### config.mk
export PLATFORM = sky130hd
export DESIGN_NAME = ascon_msg_packer
export DESIGN_NICKNAME = d
export VERILOG_FILES = /design/src/rtl/ascon_pkg.sv /design/src/rtl/ascon_msg_packer.sv
export SDC_FILE = /design/constraint.sdc
export NUM_CORES = 1
export LEC_CHECK = 0
export ABC_AREA = 1
export BUFFER_PORTS_ARGS = -buffer_cell sky130_fd_sc_hd__buf_2
export CAP_MARGIN = 15
export CORE_MARGIN = 10
export CORE_UTILIZATION = 61
export CTS_BUF_LIST = sky130_fd_sc_hd__clkbuf_4 sky130_fd_sc_hd__clkbuf_8
export CTS_CLUSTER_SIZE = 40
export DETAILED_ROUTE_END_ITERATION = 10
export PLACE_DENSITY = 0.88
export SLEW_MARGIN = 20
export SYNTH_ARGS = -nofsm -noshare
export SYNTH_HDL_FRONTEND = slang
export SYNTH_SLANG_ARGS = --single-unit
### constraint.sdc
create_clock -name clk -period 3 [get_ports clk]
set_input_delay 0 -clock clk [delete_from_list [all_inputs] [get_ports clk]]
set_output_delay 0 -clock clk [all_outputs]
set_load 0.005 [all_outputs]
### src/rtl/ascon_pkg.sv
// Shared constants, types and padding helper for the Ascon hash front end.
// The packer builds 64-bit rate blocks MSB-first, byte 0 in bits [63:56].
package ascon_pkg;

  localparam int          BYTES_PER_BLK  = 8;
  localparam logic [7:0]  PAD_BYTE       = 8'h80;
  localparam int          LAST_FINAL_BIT = 8;

  typedef enum logic [1:0] {
    COLLECT  = 2'd0,
    EMIT     = 2'd1,
    EMIT_PAD = 2'd2
  } packer_state_t;

  typedef struct packed {
    logic [63:0] block;
    logic [7:0]  mask;
  } padded_t;

  // Keeps the first cnt bytes of data, puts PAD_BYTE at index cnt and zeros after it.
  function automatic padded_t pad_block(input logic [63:0] data, input logic [2:0] cnt);
    padded_t r;
    r = '0;
    for (int i = 0; i < BYTES_PER_BLK; i++) begin
      if (i < int'(cnt)) begin
        r.block[63-8*i -: 8] = data[63-8*i -: 8];
        r.mask[7-i]          = 1'b1;
      end else if (i == int'(cnt)) begin
        r.block[63-8*i -: 8] = PAD_BYTE;
      end
    end
    return r;
  endfunction

endpackage

### src/rtl/ascon_msg_packer.sv
// Byte-stream packer: collects message bytes into 64-bit rate blocks,
// applies Ascon-Hash padding and hands blocks to the datapath.
//
//   state    | meaning
//   ---------+-------------------------------------------------------------
//   COLLECT  | accepting bytes into blk_reg at index cnt
//   EMIT     | presenting a data block (full or final padded) to datapath
//   EMIT_PAD | presenting the extra pad-only block after a full final block
module ascon_msg_packer
  import ascon_pkg::*;
#(
  parameter int BW = 64
) (
  input  logic          clk,
  input  logic          rstn,
  input  logic [7:0]    s_data,
  input  logic          s_valid,
  input  logic          s_last,
  input  logic          s_null,
  output logic          s_ready,
  output logic [BW-1:0] new_block,
  output logic [8:0]    last,
  output logic          blk_valid,
  input  logic          blk_ready
);

  packer_state_t state;
  logic [2:0]    cnt;
  logic          pad_pending;
  logic [63:0]   blk_reg;

  logic [63:0]   merged;
  padded_t       pad_byte_res;
  padded_t       pad_null_res;
  logic          accept;

  assign accept = s_valid && s_ready;

  // Index k sits at bit offset (7-k)*8, i.e. {~k, 3'b000} for a 3-bit k.
  always_comb begin
    merged = blk_reg;
    merged[{~cnt, 3'b000} +: 8] = s_data;
    pad_byte_res = pad_block(merged, cnt + 3'd1);
    pad_null_res = pad_block(blk_reg, cnt);
  end

  always_ff @(posedge clk) begin
    if (!rstn) begin
      state       <= COLLECT;
      cnt         <= 3'd0;
      pad_pending <= 1'b0;
      blk_reg     <= 64'h0;
      new_block   <= '0;
      last        <= 9'h000;
      blk_valid   <= 1'b0;
      s_ready     <= 1'b0;
    end else begin
      case (state)
        COLLECT: begin
          s_ready <= 1'b1;
          if (accept && !s_null) begin
            blk_reg <= merged;
            cnt     <= cnt + 3'd1;
            if (cnt == 3'd7) begin
              new_block   <= merged;
              last        <= 9'h0FF;
              pad_pending <= s_last;
              blk_valid   <= 1'b1;
              s_ready     <= 1'b0;
              state       <= EMIT;
            end else if (s_last) begin
              new_block <= pad_byte_res.block;
              last      <= {1'b1, pad_byte_res.mask};
              blk_valid <= 1'b1;
              s_ready   <= 1'b0;
              state     <= EMIT;
            end
          end else if (accept && s_last) begin
            new_block <= pad_null_res.block;
            last      <= {1'b1, pad_null_res.mask};
            blk_valid <= 1'b1;
            s_ready   <= 1'b0;
            state     <= EMIT;
          end
        end

        EMIT: begin
          if (blk_ready) begin
            cnt     <= 3'd0;
            blk_reg <= 64'h0;
            if (pad_pending) begin
              new_block <= {PAD_BYTE, 56'h0};
              last      <= 9'h100;
              state     <= EMIT_PAD;
            end else begin
              blk_valid <= 1'b0;
              s_ready   <= 1'b1;
              state     <= COLLECT;
            end
          end
        end

        EMIT_PAD: begin
          if (blk_ready) begin
            pad_pending <= 1'b0;
            blk_valid   <= 1'b0;
            s_ready     <= 1'b1;
            cnt         <= 3'd0;
            blk_reg     <= 64'h0;
            state       <= COLLECT;
          end
        end

        default: begin
          state     <= COLLECT;
          blk_valid <= 1'b0;
          s_ready   <= 1'b0;
        end
      endcase
    end
  end

endmodule

; ---- After elaboration in Yosys (flattened, before gate mapping)
; Cells that the tools add are included.
[word_totals]
ff_bits = 145
inputBits = 14
out_inout_bits = 75
word_cells = 162
[classes]
addsub = 2
order_cmp = 14
eq_ne = 26
shift = 2
mux = 92
bitwise = 1
n_reduce_logical = 17
[ops]
columns = op, count
row1 = 2-to-1 mux 64 bit, 8
row2 = case mux 64 bit (2 select lines), 2
row3 = 2-to-1 mux 8 bit, 30
row4 = bitwise mux 64 bit, 1
row5 = variable shift 8 x 8 -> 64 bit (first input constant), 1
row6 = indexed part select 8 x 8 -> 64 bit, 1
row7 = 2-to-1 mux 9 bit, 6
row8 = 2-to-1 mux 1 bit, 30
row9 = equality test 3 bit (first input constant), 8
row10 = < comparator 3 bit (first input constant), 6
row11 = case mux 9 bit (2 select lines), 1
row12 = 2-to-1 mux 2 bit, 7
row13 = equality test 2 x 3 -> 1 bit (first input constant), 4
row14 = < comparator 1 x 3 -> 1 bit (first input constant), 4
row15 = < comparator 2 x 3 -> 1 bit (first input constant), 4
row16 = != test 2 bit (second input constant), 6
row17 = AND reduction 5 bit, 2
row18 = negator 6 -> 8 bit, 1
row19 = AND reduction 4 bit, 2
row20 = equality test 1 x 3 -> 1 bit (first input constant), 2
row21 = zero test 3 bit, 2
row22 = 2-to-1 mux 3 bit, 2
row23 = case mux 1 bit (3 select lines), 2
row24 = case mux 2 bit (3 select lines), 1
row25 = other kinds (16), 21

; ---- Depth between registers and ports, before layout
[logic_depth]
ltp_word = 9
depth_mapped = 13

; ---- Worst setup path before layout
; OpenSTA, ideal clock, no wires.
[synth_path]
path_kind = flip-flop to flip-flop
start = register cnt[1]
end = register new_block[31]
setup_ps = 132
arrival_ps = 1937
t_required_ps = 2868
setup_slack_ps = 931
stages_incl_launch_ff = 11
path_cell_list = dfxtp_1 ha_1 ha_1 buf_2 inv_1 o21ai_0 nand2_1 nand2_1 or2_2 nand2_1 a21oi_1
[synth_between]
elab_chain_len = 9
word_cells_on_any_way = 22
cone_classes = 2 x add/sub / 2 x order compare / 4 x eq/ne / 2 x shift / 10 x mux / 1 x bitwise / 1 x reduce/logical
[synth_rtl]
columns = item, line_no
row1 = start: declaration, ascon_msg_packer.sv:28  ; logic [2:0] cnt;
row2 = start signal: assignment, ascon_msg_packer.sv:63  ; cnt <= cnt + 3'd1;
row3 = NOT 3 bit, ascon_msg_packer.sv:42  ; merged[{~cnt, 3'b000} +: 8] = s_data;
row4 = negator 6 -> 8 bit, ascon_msg_packer.sv:42
row5 = indexed part select 8 x 8 -> 64 bit / variable shift 8 x 8 -> 64 bit (equally long branches), ascon_msg_packer.sv:42
row6 = bitwise mux 64 bit, ascon_msg_packer.sv:42
row7 = 2-to-1 mux 8 bit, ascon_pkg.sv:25  ; if (i < int'(cnt)) begin
row8 = 2-to-1 mux 64 bit, ascon_msg_packer.sv:71  ; end else if (s_last) begin
row9 = 2-to-1 mux 64 bit, ascon_msg_packer.sv:64  ; if (cnt == 3'd7) begin
row10 = 2-to-1 mux 64 bit, ascon_msg_packer.sv:61  ; if (accept && !s_null) begin
row11 = case mux 64 bit (2 select lines), ascon_msg_packer.sv:58  ; case (state)
row12 = end signal: assignment, ascon_msg_packer.sv:65  ; new_block <= merged;
row13 = end signal: assignment, ascon_msg_packer.sv:72  ; new_block <= pad_byte_res.block;
row14 = end signal: assignment, ascon_msg_packer.sv:79  ; new_block <= pad_null_res.block;
row15 = end: declaration, ascon_msg_packer.sv:21  ; output logic [BW-1:0] new_block,
; Several ways; a longest one is shown, not always the timed one. The select of a mux whose other input is x is not followed.
; A chain may end at the register's enable or synchronous reset.

; ---- Worst setup path in the final report
[layout_path]
start = register cnt[0]
end = register last[7]
[layout_between]
elab_chain_len = 7
word_cells_on_any_way = 13
cone_classes = 1 x add/sub / 2 x order compare / 2 x eq/ne / 7 x mux / 1 x reduce/logical
[layout_rtl]
columns = item, line_no
row1 = adder 3 x 1 -> 3 bit, ascon_msg_packer.sv:43  ; pad_byte_res = pad_block(merged, cnt + 3'd1);
row2 = < comparator 1 x 3 -> 1 bit, ascon_pkg.sv:25
row3 = 2-to-1 mux 1 bit, ascon_pkg.sv:25
row4 = 2-to-1 mux 9 bit, ascon_msg_packer.sv:71
row5 = 2-to-1 mux 9 bit, ascon_msg_packer.sv:64
row6 = 2-to-1 mux 9 bit, ascon_msg_packer.sv:61
row7 = case mux 9 bit (2 select lines), ascon_msg_packer.sv:58
row8 = end signal: assignment, ascon_msg_packer.sv:73  ; last <= {1'b1, pad_byte_res.mask};
row9 = end signal: assignment, ascon_msg_packer.sv:80  ; last <= {1'b1, pad_null_res.mask};
row10 = end: declaration, ascon_msg_packer.sv:22  ; output logic [8:0] last,
; Several ways; a longest one is shown, not always the timed one. The select of a mux whose other input is x is not followed.

==> impl_metrics.toml <==
[routing]
drtIter0Drc = 936
detail-route-antenna-nets = 0
post_drt_wl_per_cell_um = 15.2
drc_errors = 0
first_pass_iters = 5
num_vias = 7904
vias_per_cell = 5.60
drt-total-wl_um = 21500

[pwr]
switching_power_mw = 3.22
p_total_mw = 7.23
leakage_nw = 3.56
power_density_nw_per_um2 = 846
switching_share_pct = 44.5
power.internal_mw = 4.01
vdd_drop_max_mv = 0.613
combPwrFrac_pct = 43.8
pwr-share-seq_pct = 32.3
clock_power_share_pct = 23.9

[worst_setup_path]
slowest_delay_ns = 0.60
crit_buf_inv = 1
rrSetupSlack_ns = 0.37
worstSetupPathType = "reg2reg"
endpoint_kind = "register"
crit_required_ns = 3.38
cp_max_fo = 31
cp_cell_sequence = "ha_1, ha_1, nand2_1, nand2_2, nand2_2, inv_2, o21ai_0, a21oi_1"
critPathLaunchType = "register"
critPathArrivalTime_ns = 3.01
crit_slowest_cell = "dfxtp_1"
cpLargestDelayFamily = "adder cells"

[cells_and_area]
utilization_pct = 70.9
drive_gt1_share_pct = 13.6
n_antenna_cell = 0
syn_to_final_growth_pct = 13.5
nNetsFinal = 1260

[logic_synthesis]
synth-edff-count = 0
yosysUniqueCellTypes = 29
synth_area_um2 = 7540
synthArstFlopShare_pct = 0
yosysMostFrequentCell = "nand2_1"
ys_seq_area_share_pct = 38.5
ys_ff_latch = 145
synth_top_area_cell = "dfxtp_1"
ys_top_cells_by_area = "dfxtp_1, nand2_1, a21oi_1"
yosys_warnings = 0
synth.avg_cell_area_um2 = 6.48
ys.flop_type = "dfxtp_1"
synth_common_cells = "nand2_1, a21oi_1, dfxtp_1"
synth_top_area_share_pct = 38.5
syn_nets = 1190
netlist_instances = 1163

[global_route]
grt_overflow = 0
grt_pass1_vias = 7257
grt_max_degree = 58
grt_first_pass_wirelength_um = 35500
track_usage_pct = 24.2
antenna_found_initial = 0

[clocking]
root_buffer = "clkbuf_8"
cts_setup_buffers = 0
insertion_delay_ns = 0.46
clkTransAtPathRegs_ns = 0.08
cts_tree = "built"
cts_buffers = 17
htreeDepth = 4
cts.sinks = 145
ctsLongestPathBuffers = 2

[sta]
hold_viol_final = 0
post-route-period-util_pct = 87.5
slew-limit-headroom_pct = 45.9
max_freq_ghz = 0.381
tightest_slew_ns = 0.810
period_needed_ns = 2.63
maxSlewViolCount = 0
grt_setup_unrepaired = "false"
fin_setup_tns_ns = 0
setup_slack_ns = 0.374
setup_viol = 0
finClkSkew_ns = 0.0134
worst_hold_slack_ns = 0.0319

[die]
start_util_pct = 62.5
rows = 40
die_y_um = 131
die_area_um2 = 17200
fp.dieW_um = 131
io_pins = 89
core_area_um2 = 12100

[placed_design]
hpwl_um = 14900
pre_cts_ws_ns = 0.482
place.gp.congestion = 1.01
portBuffers = 88

[flow_run]
cap_violations = 0

[status]
status = "finished clean"

[worst_hold_path]
hold_path.class = "in2reg"
==> tightest hold or removal path, stage by stage <==
cell	delay [ns]
buf_2	0.11
nor2_4	0.10
nand2_1	0.08
nor2_1	0.07
nor2_1	0.10
==> metal layers <==
metal  GRT usage [%]  vias up  part of all wire [%]
li1                -     3906                     -
met1            30.1     3596                    42
met2            38.3      344                    46
met3            6.90       58                   9.1
met4            10.4        0                   3.0
met5               0        -                     0
==> power groups by stage <==
stage                     sequential (mW)  clock, mW  combinational (mW)
after global placement               2.37          0                3.02
after floorplan                      2.34          0                2.27
final                                2.34       1.73                3.17
after detailed placement             2.37          0                3.06
after CTS                            2.33       1.74                3.10
after global routing                 2.36       1.82                3.49
==> cells in the final DEF, fill, tap and decap left out, types with 2 or more instances in the layout <==
cell           instances
buf_4                 19
nand3_2                2
nand2_2                7
nand3b_1               2
a31oi_1                3
dlygate4sd3_1         10
inv_1                 78
nor2_4                 4
nand4_1                9
or2_2                  3
o21ai_0               73
nand3_1              109
o21ai_2                7
o211ai_1               4
dfxtp_1              145
clkinvlp_4             2
clkbuf_8              18
a21oi_1              154
o21ai_1                4
nor2_2                 4
bufinv_16              5
clkinv_2               4
nand2_1              410
inv_2                  3
nor2_1                57
buf_2                 88
ha_1                  13
==> kinds of logic (layout without fill, tap and decap cells) <==
logic type / after synthesis / after routing / share of synthesized area (%)
AND/OR/NAND/NOR: 609 / 609 / 33.5
AO/OA/AOI/OAI: 247 / 247 / 17.0
buffers and inverters: 149 / 229 / 8.78
flip-flops: 145 / 145 / 38.5
adder cells (fa/ha/maj): 13 / 13 / 2.16
==> timing repair <==
item                                   4_1_cts  5_1_grt
hold buffers                                10        0
endpoints found under the hold margin       27        0
resized for setup                            0        0
==> cell type report <==
type	instances	area, µm²
multi-input combinational	869	3990
clock inverter	11	189
inverter	82	309
clock buffer	18	248
tap	168	210
fill	1023	3510
timing repair buffer	118	703
sequential	145	2900
==> metrics by stage <==
step,std cells,cell area [µm²]
3_5_place_dp,1372,8010
4_1_cts,1411,8550
3_3_place_gp,1372,8010
2_1_floorplan,1163,7540
5_1_grt,1411,8550
6_report,1411,8550
==> final timing paths <==
kind | from | endpoint | depth (start not counted)
worst min-delay path | s_null | last[8] | 5
worst max-delay path | cnt[0] | last[7] | 8
worst min register to register | new_block[41] | new_block[41] | 2
worst max register to register | cnt[0] | last[7] | 8
Note: power is estimated with default switching activity, not from simulation.
